==> src/rtl/add_accum_pkg.sv <==
// Shared types and helpers for the multi-lane add/subtract/accumulate unit.
// Pure declarations: no logic, no latency, no flow control.
package add_accum_pkg;

    typedef enum logic [1:0] {
        MODE_ADD  = 2'b00,
        MODE_SUB  = 2'b01,
        MODE_ACC  = 2'b10,
        MODE_LOAD = 2'b11
    } mode_e;

    localparam int MODE_W = 2;

    // Lowest bit of lane `lane` in a bus packed as lane i at [i*width +: width].
    function automatic int lane_lsb(input int lane, input int width);
        return lane * width;
    endfunction

endpackage

==> src/rtl/add_accum_lane.sv <==
// One lane: WIDTH+1-bit ALU, optional unsigned clamp, accumulator and result registers.
// Latency 1: result registers load on the edge where load_en is high.
// Backpressure is decided upstream; with load_en low every register holds.
module add_accum_lane
    import add_accum_pkg::*;
#(
    parameter int WIDTH    = 8,
    parameter bit SATURATE = 1'b1
) (
    input  logic             clk,
    input  logic             rst,
    input  logic             load_en,
    input  mode_e            mode,
    input  logic [WIDTH-1:0] a,
    input  logic [WIDTH-1:0] b,
    output logic [WIDTH-1:0] sum,
    output logic             carry,
    output logic             sat
);

    logic [WIDTH:0]   raw;
    logic [WIDTH-1:0] res;
    logic             clamp;

    logic [WIDTH-1:0] acc_q, acc_d;
    logic [WIDTH-1:0] sum_q, sum_d;
    logic             carry_q, carry_d;
    logic             sat_q, sat_d;

    // Bit WIDTH of raw is the carry for ADD/ACC and the borrow for SUB.
    always_comb begin
        raw = '0;
        case (mode)
            MODE_ADD:  raw = {1'b0, a} + {1'b0, b};
            MODE_SUB:  raw = {1'b0, a} - {1'b0, b};
            MODE_ACC:  raw = {1'b0, acc_q} + {1'b0, a};
            MODE_LOAD: raw = {1'b0, a};
            default:   raw = '0;
        endcase

        res   = raw[WIDTH-1:0];
        clamp = SATURATE && raw[WIDTH];
        if (clamp) begin
            res = (mode == MODE_SUB) ? '0 : '1;
        end
    end

    always_comb begin
        acc_d   = acc_q;
        sum_d   = sum_q;
        carry_d = carry_q;
        sat_d   = sat_q;
        if (load_en) begin
            sum_d   = res;
            carry_d = raw[WIDTH];
            sat_d   = clamp;
            // The stored accumulator is the clamped value, not the raw sum.
            if (mode == MODE_ACC || mode == MODE_LOAD) begin
                acc_d = res;
            end
        end
    end

    always_ff @(posedge clk) begin
        if (rst) begin
            acc_q   <= '0;
            sum_q   <= '0;
            carry_q <= 1'b0;
            sat_q   <= 1'b0;
        end else begin
            acc_q   <= acc_d;
            sum_q   <= sum_d;
            carry_q <= carry_d;
            sat_q   <= sat_d;
        end
    end

    assign sum   = sum_q;
    assign carry = carry_q;
    assign sat   = sat_q;

endmodule

==> src/rtl/add_accum_unit.sv <==
// Multi-lane registered add/sub/accumulate unit with valid/ready on both sides.
// Latency 1 cycle; one beat per cycle sustained through a single output register.
// in_ready = !out_valid || out_ready; a stalled output holds and freezes accumulators.
module add_accum_unit
    import add_accum_pkg::*;
#(
    parameter int WIDTH    = 8,
    parameter int LANES    = 2,
    parameter bit SATURATE = 1'b1
) (
    input  logic                   clk,
    input  logic                   rst,
    input  logic                   in_valid,
    output logic                   in_ready,
    input  logic [MODE_W-1:0]      in_mode,
    input  logic [LANES*WIDTH-1:0] in_a,
    input  logic [LANES*WIDTH-1:0] in_b,
    output logic                   out_valid,
    input  logic                   out_ready,
    output logic [LANES*WIDTH-1:0] out_sum,
    output logic [LANES-1:0]       out_carry,
    output logic [LANES-1:0]       out_sat
);

    logic  out_valid_q, out_valid_d;
    logic  accept;
    mode_e mode;

    assign in_ready = !out_valid_q || out_ready;
    assign accept   = in_valid && in_ready;
    assign mode     = mode_e'(in_mode);

    // A new beat keeps valid high even while the old one drains.
    always_comb begin
        out_valid_d = out_valid_q;
        if (accept) begin
            out_valid_d = 1'b1;
        end else if (out_ready) begin
            out_valid_d = 1'b0;
        end
    end

    always_ff @(posedge clk) begin
        if (rst) begin
            out_valid_q <= 1'b0;
        end else begin
            out_valid_q <= out_valid_d;
        end
    end

    assign out_valid = out_valid_q;

    for (genvar i = 0; i < LANES; i++) begin : g_lane
        add_accum_lane #(
            .WIDTH    (WIDTH),
            .SATURATE (SATURATE)
        ) u_lane (
            .clk     (clk),
            .rst     (rst),
            .load_en (accept),
            .mode    (mode),
            .a       (in_a[lane_lsb(i, WIDTH) +: WIDTH]),
            .b       (in_b[lane_lsb(i, WIDTH) +: WIDTH]),
            .sum     (out_sum[lane_lsb(i, WIDTH) +: WIDTH]),
            .carry   (out_carry[i]),
            .sat     (out_sat[i])
        );
    end

endmodule

==> config.mk <==
export PLATFORM = sky130hd
export DESIGN_NAME = add_accum_unit
export DESIGN_NICKNAME = d
export VERILOG_FILES = /design/src/rtl/add_accum_pkg.sv /design/src/rtl/add_accum_lane.sv /design/src/rtl/add_accum_unit.sv
export SDC_FILE = /design/constraint.sdc
export NUM_CORES = 1
export LEC_CHECK = 0
export ABC_AREA = 1
export CAP_MARGIN = 20
export CELL_PAD_IN_SITES_DETAIL_PLACEMENT = 1
export CELL_PAD_IN_SITES_GLOBAL_PLACEMENT = 1
export CORE_ASPECT_RATIO = 1.25
export CORE_MARGIN = 2
export CORE_UTILIZATION = 37
export DETAILED_ROUTE_END_ITERATION = 8
export PLACE_DENSITY = 0.87
export SLEW_MARGIN = 25
export SYNTH_ARGS = -nofsm -noshare
export SYNTH_HDL_FRONTEND = slang
export SYNTH_SLANG_ARGS = --single-unit
==> constraint.sdc <==
create_clock -name clk -period 3.3 [get_ports clk]
set_input_delay 0.495 -clock clk [delete_from_list [all_inputs] [get_ports clk]]
set_output_delay 0.495 -clock clk [all_outputs]
set_load 0.01 [all_outputs]
==> qor.txt, run 1 <==
Ys Warns: 0
vias per cell: 5.22
MaxCap Viol Count: 0
cell count after synthesis: 537
Peak Freq: 0.309 GHz
Slew @ Worst Pin: 0.872 ns
CTS tree: done
DR vias: 3907
clock buffer depth: 2
CTS root buf: clkbuf_8
critical path class: input pin to flop
Final min period: 3.23 ns
CP Max Fanout: 5
Worst-Skew Late Latency: 0.30 ns
critical-path cell list: clkdlybuf4s50_1 -> inv_1 -> ha_1 -> nand2_1 -> o211ai_1 -> o21ai_1 -> buf_4 -> fa_1 -> inv_1 -> nand2_1 -> nand2_2 -> nand3_4 -> nand3_4 -> nand3_4 -> nand3_4 -> nand3_1 -> nand2_1 -> inv_1
cell area after layout: 4570 um2
Die H: 109 um
Max IR drop VDD: 0.000283 V
DIE WIDTH: 88.4 um
Routed Antenna Nets: 0
area of the core: 8650 um2
syn_area_per_cell: 6.13 um2
Cell Area, Synth: 3290 um2
I/O pin count: 60
commonest cells after routing, fill and taps aside: 119 x nand2_1, 86 x inv_1, 58 x clkdlybuf4s50_1
CP max stage cell: clkdlybuf4s50_1
Worst setup SP type: input pin
num rows: 38
final WL: 12300 um
first-pass GRT wire length: 17900 um
DRC: 0
CTS Sinks: 35
GRT Resource Usage Total: 23.3%
Total Nets Final: 690
Area after DPL: 4200 um2
setup ws final: 0.0673 ns
Slew Viols, Final: 0
sequential element share of the synthesized area: 21.3%
Cell variety after synth: 36
post-DP HPWL: 8690 um
vias in the first global route: 3804
H-tree level count: 2
initial antenna violation count: 0
Worst slew margin: 41.5%
largest net degree at the start of global routing: 37
GPL Wtd Cong: 0.970
CP peak stage delay: 0.55 ns
1st-pass router iterations: 4
Power Density: 379 nW/um2
final hold vios: 0
die area: 9680 um2
outcome: finished clean
Initial Util: 38.1%
Area growth syn-to-layout: 38.8%
commonest non-fill, non-tap cell in the layout: nand2_1
Min-Delay Path Class: flop to flop
Clock transition at path regs: 0.07 ns
layout cells sized above 1: 18.1%
leakage power: 2.31 nW
FF-to-FF path depth: 15
number of synthesized register bits: 35
n_diodes: 0
critical path's most frequent cell: nand3_4
number of CTS-inserted buffers: 5
Port-buffer cells: 59
Avg WL per Cell: 16.4 um
Crit. End Element: flop
CP arrival: 3.43 ns
Synth Net Count: 598
flop2flop setup slack: 0.71 ns
hold path depth: 2
grt ovf: 0
WP data required: 3.50 ns
Final Cycle Share: 98.0%
skew final: 0.0104 ns
initial DRC count: 193
final setup violating endpoints: 0
Setup WS pre-CTS: -0.481 ns
kinds of logic after synthesis:
group / share of synthesized area (%)
buffers and inverters: 15.1
AND/OR/NAND/NOR: 39.4
adder cells (fa/ha/maj): 9.19
AO/OA/AOI/OAI: 15.0
flip-flops: 21.3
power breakdown:
group,switching (mW),internal (mW),leakage (nW)
Clock,0.170,0.164,0.0470
Sequential,0.0278,0.465,0.289
Combinational,0.518,0.388,1.97
Total,0.716,1.02,2.31
worst paths after layout:
path	end	startpoint
setup / recovery	g_lane[0].u_lane.sum[7]	in_b[1]
hold / removal	out_valid	out_valid
setup reg to reg	g_lane[0].u_lane.sum[7]	g_lane[0].u_lane.acc_q[0]
hold reg to reg	out_valid	out_valid
Yosys cell counts, drive strengths merged:
cell | instances | area [um2]
clkinv | 2 | 8.75
inv | 90 | 338
ha | 21 | 263
nor2 | 60 | 228
a21boi | 1 | 7.51
o211ai | 3 | 22.5
nand3 | 66 | 385
a22oi | 7 | 52.6
o32ai | 2 | 17.5
nor3 | 1 | 5.00
dfxtp | 35 | 701
nand2 | 137 | 524
nand4 | 4 | 55.1
nand3b | 7 | 52.6
o21bai | 1 | 7.51
clkbuf | 8 | 30.0
fa | 2 | 40.0
buf | 16 | 121
o31ai | 2 | 15.0
o21ai | 20 | 100
or2 | 7 | 48.8
o21a | 12 | 90.1
a21oi | 33 | 180
sequential cells by signal, indices dropped and copies added, names as in the netlist:
register and count:
g_lane.u_lane.acc_q 16, g_lane.u_lane.carry 2, out_valid 1, g_lane.u_lane.sum 16
metal layers:
layer  GRT usage (%)  routed length, um  up-vias  part of all wire (%)
li1                -                  -     1901                     -
met1            29.9               5410     1897                    44
met2            41.0               6270       88                    51
met3            1.95                355       21                   2.9
met4            7.36                284        0                   2.3
met5               0                  0        -                     0
per-stage QoR:
step	cells	TNS [ns]	hold slack [ns]	power [mW]	utilization [%]
6_report	749	0	0.534	1.73	52.8
2_1_floorplan	537	0	0.508	0.978	-
3_3_place_gp	734	-6.71	0.506	1.24	48.6
5_1_grt	749	-0.559	0.566	1.85	52.8
3_5_place_dp	734	-13.22	0.511	1.28	48.6
4_1_cts	741	-1.40	0.536	1.62	49.7
critical path: cells and delay by family:
family          cells  cell delay, ns
fa+ha+maj           2            0.67
simple gates        9            1.07
buf+inv             5            0.93
compound gates      2            0.26
layout make-up:
cell class	count	area [um2]
clock inverters	1	5.00
repair buffers	105	942
multi-input cells	390	2340
flip-flops and latches	35	701
inverters	92	348
clock buffers	6	82.6
well taps	120	150
fillers	1180	4080
repair_timing:
item | 4_1_cts | 5_1_grt
endpoints found under the setup margin | 34 | 34
cloned | 0 | 4
hold buffers | 0 | 0
gates resized for setup | 2 | 48
setup buffers | 0 | 4
pin swaps | 0 | 14
Note: power is estimated with default switching activity, not from simulation.
==> inputs of run 2 (changes only) <==
--- a/config.mk
+++ b/config.mk
@@ -13,8 +13,9 @@
 export CORE_MARGIN = 2
 export CORE_UTILIZATION = 37
 export DETAILED_ROUTE_END_ITERATION = 8
-export PLACE_DENSITY = 0.87
-export SLEW_MARGIN = 25
+export HOLD_SLACK_MARGIN = 0.06
+export PLACE_DENSITY_LB_ADDON = 0.1
+export SLEW_MARGIN = 15
 export SYNTH_ARGS = -nofsm -noshare
 export SYNTH_HDL_FRONTEND = slang
 export SYNTH_SLANG_ARGS = --single-unit
==> qor.txt, run 2 (synthesis results as in run 1) <==
CP Max Fanout: 8 (+3)
final cell count without fillers: 750 (+0.13%)
I/O pin count: 60 (unchanged)
vias per cell: 4.96 (-5.0%)
Finished Core Util: 51.9% (-0.90 points)
Final Cycle Share: 95.0% (-3.0 points)
layout cells sized above 1: 16.5% (-1.6 points)
Slew Viols, Final: 0 (unchanged)
n_diodes: 0 (unchanged)
Area after DPL: 4230 um2 (+0.71%)
DR vias: 3718 (-4.8%)
cell area after layout: 4490 um2 (-1.7%)
final hold vios: 0 (unchanged)
area of the core: 8650 um2 (unchanged)
grt ovf: 0 (unchanged)
clock group share of total power: 20.8% (+1.5 points)
CP arrival: 3.38 ns (-0.05 ns)
Die H: 109 um (unchanged)
Port-buffer cells: 59 (unchanged)
CTS tree: done
Final min period: 3.13 ns (-0.0987 ns)
Worst R2R Start: g_lane[0].u_lane.acc_q[0]
flop2flop setup slack: 0.86 ns (+0.15 ns)
Max IR drop VDD: 0.000313 V (+11%)
Avg WL per Cell: 14.4 um (-12%)
CTS root buf: clkbuf_8
first-pass GRT wire length: 17200 um (-3.5%)
DIE WIDTH: 88.4 um (unchanged)
FF-to-FF path depth: 18 (+3)
GPL Wtd Cong: 0.955 (-1.5%)
die area: 9680 um2 (unchanged)
CTS Sinks: 35 (unchanged)
hold path depth: 2 (unchanged)
Worst-Skew Late Latency: 0.29 ns (about the same)
H-tree level count: 2 (unchanged)
Worst slew margin: 41.2% (-0.31 points)
initial antenna violation count: 0 (unchanged)
sequential power share: 29.3% (+0.9 points)
Slew @ Worst Pin: 0.877 ns (+0.00468 ns)
Worst setup SP type: input pin
critical path class: input pin to flop
clock buffer depth: 2 (unchanged)
MaxCap Viol Count: 0 (unchanged)
GRT Resource Usage Total: 22.5% (-0.82 points)
1st-pass router iterations: 4 (unchanged)
skew final: 0.00451 ns (-0.00586 ns)
Routed Antenna Nets: 0 (unchanged)
crit path from: in_mode[1]
final WL: 10800 um (-12%)
DRC: 0 (unchanged)
Min-Delay Path Class: flop to flop
RSZ-0062 raised after global routing: yes
Int Pwr: 1.03 mW (+0.76%)
largest net degree at the start of global routing: 37 (unchanged)
number of CTS-inserted buffers: 5 (unchanged)
num rows: 38 (unchanged)
Crit. End Element: flop
hold path startpoint: out_valid
Total Nets Final: 690 (unchanged)
sw frac: 38.8% (-2.4 points)
Power Density: 373 nW/um2 (-1.6%)
setup TNS: 0 ns (unchanged)
WP data required: 3.54 ns (+0.04 ns)
initial DRC count: 134 (-31%)
Filler cells: 1190 (+0.85%)
vias in the first global route: 3695 (-2.9%)
commonest non-fill, non-tap cell in the layout: nand2_1
leakage power: 2.29 nW (-1.0%)
final setup violating endpoints: 0 (unchanged)
Hold EP: out_valid
post-DP HPWL: 8310 um (-4.4%)
worst flop-to-flop path endpoint: g_lane[0].u_lane.sum[6]
hold-fix buffers at CTS: 0 (unchanged)
Initial Util: 38.1% (unchanged)
Comb power frac: 49.9% (-2.4 points)
Sw Pwr: 0.651 mW (-9.0%)
Peak Freq: 0.319 GHz (+3.1%)
commonest cells after routing, fill and taps aside: 126 x nand2_1, 86 x inv_1, 59 x clkdlybuf4s50_1
Area growth syn-to-layout: 36.4%
# placed instances: 738 (+0.54%)
outcome: finished clean
Clock transition at path regs: 0.07 ns (about the same)
run 2: cell types whose count changed in the layout (fill, tap and decap cells not counted), sizes merged:
cell / before / now
clkdlybuf4s50: 58 / 59
buf: 46 / 47
inv: 91 / 90
dlymetal6s2s: 1 / 0
clkbuf: 6 / 8
nand3: 68 / 67
run 2: how the worst max path moves through the flow:
stage,endpoint,slack (ns),cells after the start
2_1_floorplan,g_lane[1].u_lane.sum[5],0.33,19
3_3_place_gp,g_lane[0].u_lane.sum[6],-0.24,20
3_5_place_dp,g_lane[0].u_lane.sum[6],-0.36,20
4_1_cts,g_lane[1].u_lane.sum[1],0.03,17
5_1_grt,g_lane[0].u_lane.sum[2],-0.08,19
6_report,g_lane[1].u_lane.acc_q[6],0.17,15
run 2: area by class of cell:
type,count,area [um2],share of cell area [%]
clock buffers,8,100,2.23
inverters,92,347,7.72
multi-input cells,389,2250,50.1
flip-flops and latches,35,701,15.6
well taps,120,150,3.34
repair buffers,106,943,21.0
run 2: per-stage QoR:
step	hold slack (ns)	setup slack, ns	power [mW]
finish	0.536	0.166	1.68
global route	0.586	-0.0753	1.82
CTS	0.544	0.0261	1.65
detailed placement	0.512	-0.363	1.28
global placement	0.508	-0.238	1.26
floorplan	0.508	0.326	0.978
run 2: what timing repair did:
action | in CTS | in global routing
endpoints found under the setup margin | 3 | 34
setup buffers | 0 | 1
pin swaps | 0 | 7
gates cloned | 0 | 3
resized for setup | 1 | 26
run 2: worst max-delay path: stages:
cell and delay, ns:
clkdlybuf4s50_1 0.56, ha_4 0.26, o32ai_1 0.29, ha_1 0.22, inv_1 0.06, fa_1 0.35
inv_1 0.08, nand2_1 0.07, nand2_1 0.13, nand3_2 0.10, nand3_2 0.16, nand4_2 0.29
nand3_1 0.20, nand2_1 0.07, inv_1 0.05
run 2: routing by layer:
metal	vias to the layer above	share of wire [%]	track usage, %	routed length, um
met2	74	47	36.8	5100
met3	10	3.5	2.18	374
met1	1735	48	31.6	5200
met5	-	0	0	0
met4	0	1.3	5.63	146
li1	1899	-	-	-
run 2: power groups by stage:
| stage | logic (mW) | registers, mW | clock network (mW) |
|---|---|---|---|
| after global placement | 0.761 | 0.499 | 0 |
| final | 0.837 | 0.491 | 0.349 |
| after detailed placement | 0.784 | 0.499 | 0 |
| after global routing | 0.939 | 0.495 | 0.382 |
| after CTS | 0.793 | 0.491 | 0.366 |
| after floorplan | 0.475 | 0.503 | 0 |
==> inputs of run 3 (changes only) <==
--- a/config.mk
+++ b/config.mk
@@ -5,13 +5,12 @@
 export SDC_FILE = /design/constraint.sdc
 export NUM_CORES = 1
 export LEC_CHECK = 0
-export ABC_AREA = 1
 export CAP_MARGIN = 20
 export CELL_PAD_IN_SITES_DETAIL_PLACEMENT = 1
 export CELL_PAD_IN_SITES_GLOBAL_PLACEMENT = 1
 export CORE_ASPECT_RATIO = 1.25
 export CORE_MARGIN = 2
-export CORE_UTILIZATION = 37
+export CORE_UTILIZATION = 38
 export DETAILED_ROUTE_END_ITERATION = 8
 export HOLD_SLACK_MARGIN = 0.06
 export PLACE_DENSITY_LB_ADDON = 0.1
==> qor.txt, run 3 <==
Yosys top cell by area: dfxtp_1
cell count after synthesis: 364 (-32%)
Crit. End Element: flop
Min-Delay Path Class: flop to flop
Cell variety after synth: 57 (+58%)
Ys Warns: 0 (unchanged)
n_diodes: 0 (unchanged)
CP max stage cell: ha_4
critical path's most frequent cell: a22o_1
worst flop-to-flop path endpoint: g_lane[0].u_lane.sum[5]
DIE WIDTH: 81.6 um (-7.6%)
Area after DPL: 4050 um2 (-4.3%)
DR vias: 3381 (-9.1%)
CTS root buf: clkbuf_8
CP Max Fanout: 6 (-2)
syn_area_per_cell: 7.86 um2 (+28%)
Hold EP: g_lane[0].u_lane.sum[1]
final hold vios: 0 (unchanged)
critical path class: input pin to flop
Die H: 101 um (-7.7%)
post-DP HPWL: 8150 um (-1.9%)
Most used DFF post-synth: dfxtp_1
mux cell area share after synthesis: 1.88% (+1.9 points)
critical-path cell list: clkdlybuf4s15_1 -> ha_4 -> or2_4 -> a22o_1 -> ha_2 -> inv_1 -> fa_2 -> nand2b_4 -> a211oi_4 -> o21ai_4 -> buf_12 -> xnor2_4 -> o31a_1 -> a22o_1
cell area after layout: 4670 um2 (+4.0%)
largest family of logic cells by synthesized area: compound AO/OA/AOI/OAI gates
vias in the first global route: 3615 (-2.2%)
clock buffer depth: 2 (unchanged)
largest net degree at the start of global routing: 21 (-43%)
hold path startpoint: g_lane[0].u_lane.sum[1]
RSZ-0062 raised after global routing: yes
sequential element share of the synthesized area: 24.5% (+3.2 points)
Routed Antenna Nets: 0 (unchanged)
Post-synth ARST share: 0% (unchanged)
Slew Viols, Final: 0 (unchanged)
hold path depth: 2 (unchanged)
Synth Net Count: 425 (-29%)
CP Buf/Inv Count: 3 (-1)
commonest cells after routing, fill and taps aside: 90 x buf_4, 47 x clkdlybuf4s50_1, 43 x nand2_1
grt ovf: 0 (unchanged)
Total Nets Final: 567 (-18%)
leakage power: 2.03 nW (-11%)
Avg WL per Cell: 19.6 um (+36%)
Power Density: 373 nW/um2 (about the same)
CTS Sinks: 35 (unchanged)
1st-pass router iterations: 4 (unchanged)
CP peak stage delay: 0.37 ns (-0.19 ns)
WP data required: 3.48 ns (-0.06 ns)
initial DRC count: 115 (-14%)
most numerous cell in the Yosys netlist: nand2_1
Post-synth EDFFs: 0 (unchanged)
Final Power: 1.74 mW (+4.1%)
largest cells by area after synthesis: dfxtp_1 24%, ha_1 9.2%, nand2_1 6.3%
CTS tree: done
Post-Synth XOR/XNOR Area: 4.85% (+4.9 points)
commonest non-fill, non-tap cell in the layout: buf_4
adder-cell share of the synthesized area: 10.6% (+1.4 points)
hold_ws: 0.465 ns (-0.0703 ns)
number of synthesized register bits: 35 (unchanged)
area share of and/or/nand/nor cells after synthesis: 19.6% (-20 points)
CP arrival: 3.46 ns (+0.08 ns)
Final min period: 3.28 ns (+0.149 ns)
area of the core: 7360 um2 (-15%)
Cell Area, Synth: 2860 um2 (-13%)
first-pass GRT wire length: 17500 um (+1.4%)
compound-cell area share of the yosys netlist: 31.2% (+16 points)
number of CTS-inserted buffers: 5 (unchanged)
hold-fix buffers at CTS: 0 (unchanged)
H-tree level count: 2 (unchanged)
I/O pin count: 60 (unchanged)
Worst R2R Start: g_lane[0].u_lane.acc_q[1]
outcome: finished clean
Worst-Skew Late Latency: 0.29 ns (about the same)
Port-buffer cells: 59 (unchanged)
final setup violating endpoints: 0 (unchanged)
GRT Resource Usage Total: 27.9% (+5.4 points)
setup TNS: 0 ns (unchanged)
Clock transition at path regs: 0.07 ns (about the same)
DRC: 0 (unchanged)
Area growth syn-to-layout: 63.2%
Crit path max-delay family: compound AO/OA/AOI/OAI gates
MaxCap Viol Count: 0 (unchanged)
flop2flop setup slack: 0.46 ns (-0.40 ns)
num rows: 35 (-7.9%)
die area: 8250 um2 (-15%)
FF-to-FF path depth: 12 (-6)
vias per cell: 5.64 (+14%)
most common library cells after synthesis: 48 x nand2_1, 35 x dfxtp_1, 27 x nor2_1
Initial Util: 38.9% (+0.85 points)
Synth top area share: 24.5% (+3.2 points)
Filler cells: 880 (-26%)
Final Cycle Share: 99.5% (+4.5 points)
Max IR drop VDD: 0.000248 V (-21%)
GPL Wtd Cong: 0.895 (-6.4%)
Peak Freq: 0.305 GHz (-4.5%)
initial antenna violation count: 0 (unchanged)
Worst setup SP type: input pin
Worst slew margin: 36.5% (-4.7 points)
layout cells sized above 1: 33.9% (+17 points)
final WL: 11700 um (+8.5%)
Slew @ Worst Pin: 0.953 ns (+0.0767 ns)
skew final: 0.00828 ns (+0.00376 ns)
## run 3: layer usage
layer | GRT usage (%) | share of wire (%) | vias up
met5 | 0 | 0 | -
met4 | 13.1 | 6.8 | 0
met3 | 4.21 | 3.2 | 47
met2 | 54.9 | 54 | 91
met1 | 27.5 | 36 | 1642
li1 | - | - | 1601
## run 3: final cells by class
| cell class | instances | area, um2 | area share (%) |
|---|---|---|---|
| multi-input combinational | 287 | 2320 | 49.6 |
| timing repair buffer | 155 | 1360 | 29.0 |
| sequential | 35 | 701 | 15.0 |
| tap | 92 | 115 | 2.46 |
| clock buffer | 8 | 100 | 2.14 |
| inverter | 22 | 82.6 | 1.77 |
## run 3: how the worst max path moves through the flow
stage | start | cells past startpoint | endpoint
finish | in_mode[1] | 14 | g_lane[0].u_lane.sum[5]
global route | in_mode[1] | 14 | g_lane[0].u_lane.sum[5]
CTS | in_b[13] | 14 | g_lane[1].u_lane.sum[5]
detailed placement | in_mode[0] | 14 | g_lane[0].u_lane.acc_q[2]
global placement | in_mode[0] | 14 | g_lane[0].u_lane.acc_q[5]
floorplan | in_mode[0] | 15 | g_lane[0].u_lane.sum[5]
## run 3: repair_timing
| action | in CTS | in global routing |
|---|---|---|
| gates resized for setup | 62 | 33 |
| setup endpoints to repair | 34 | 31 |
| hold endpoints to repair | 0 | 0 |
| pin swaps | 29 | 29 |
| setup buffers | 9 | 7 |
| gates cloned | 1 | 0 |
## run 3: through the flow
| step | instances | util, % | setup slack [ns] |
|---|---|---|---|
| 2_1_floorplan | 364 | - | 0.00502 |
| 3_3_place_gp | 574 | 55.1 | -0.752 |
| 3_5_place_dp | 574 | 55.1 | -1.00 |
| 4_1_cts | 592 | 61.1 | 0.0249 |
| 6_report | 599 | 63.5 | 0.0173 |
| 5_1_grt | 599 | 63.5 | -0.0519 |
## run 3: logic make-up (layout without fill, tap and decap cells)
| kind of cell | Yosys count | in the layout |
|---|---|---|
| compound gates | 123 | 123 |
| fa+ha+maj | 23 | 23 |
| mux | 5 | 5 |
| buf+inv | 43 | 185 |
| flops | 35 | 35 |
| xor+xnor | 15 | 16 |
| simple gates | 120 | 120 |
## run 3: where the power goes
group / switching (mW) / total [mW] / internal [mW] / leakage, nW
clock network: 0.156 / 0.346 / 0.191 / 0.0515
logic: 0.438 / 0.897 / 0.459 / 1.69
registers: 0.0333 / 0.502 / 0.468 / 0.288
total: 0.627 / 1.74 / 1.12 / 2.03
## run 3: tightest hold or removal path, delay by kind of cell, from the launching register on
| family | cells | cell delay, ns |
|---|---|---|
| AO/OA/AOI/OAI | 1 | 0.06 |
| flip-flops | 1 | 0.33 |
| AND/OR/NAND/NOR | 1 | 0.05 |
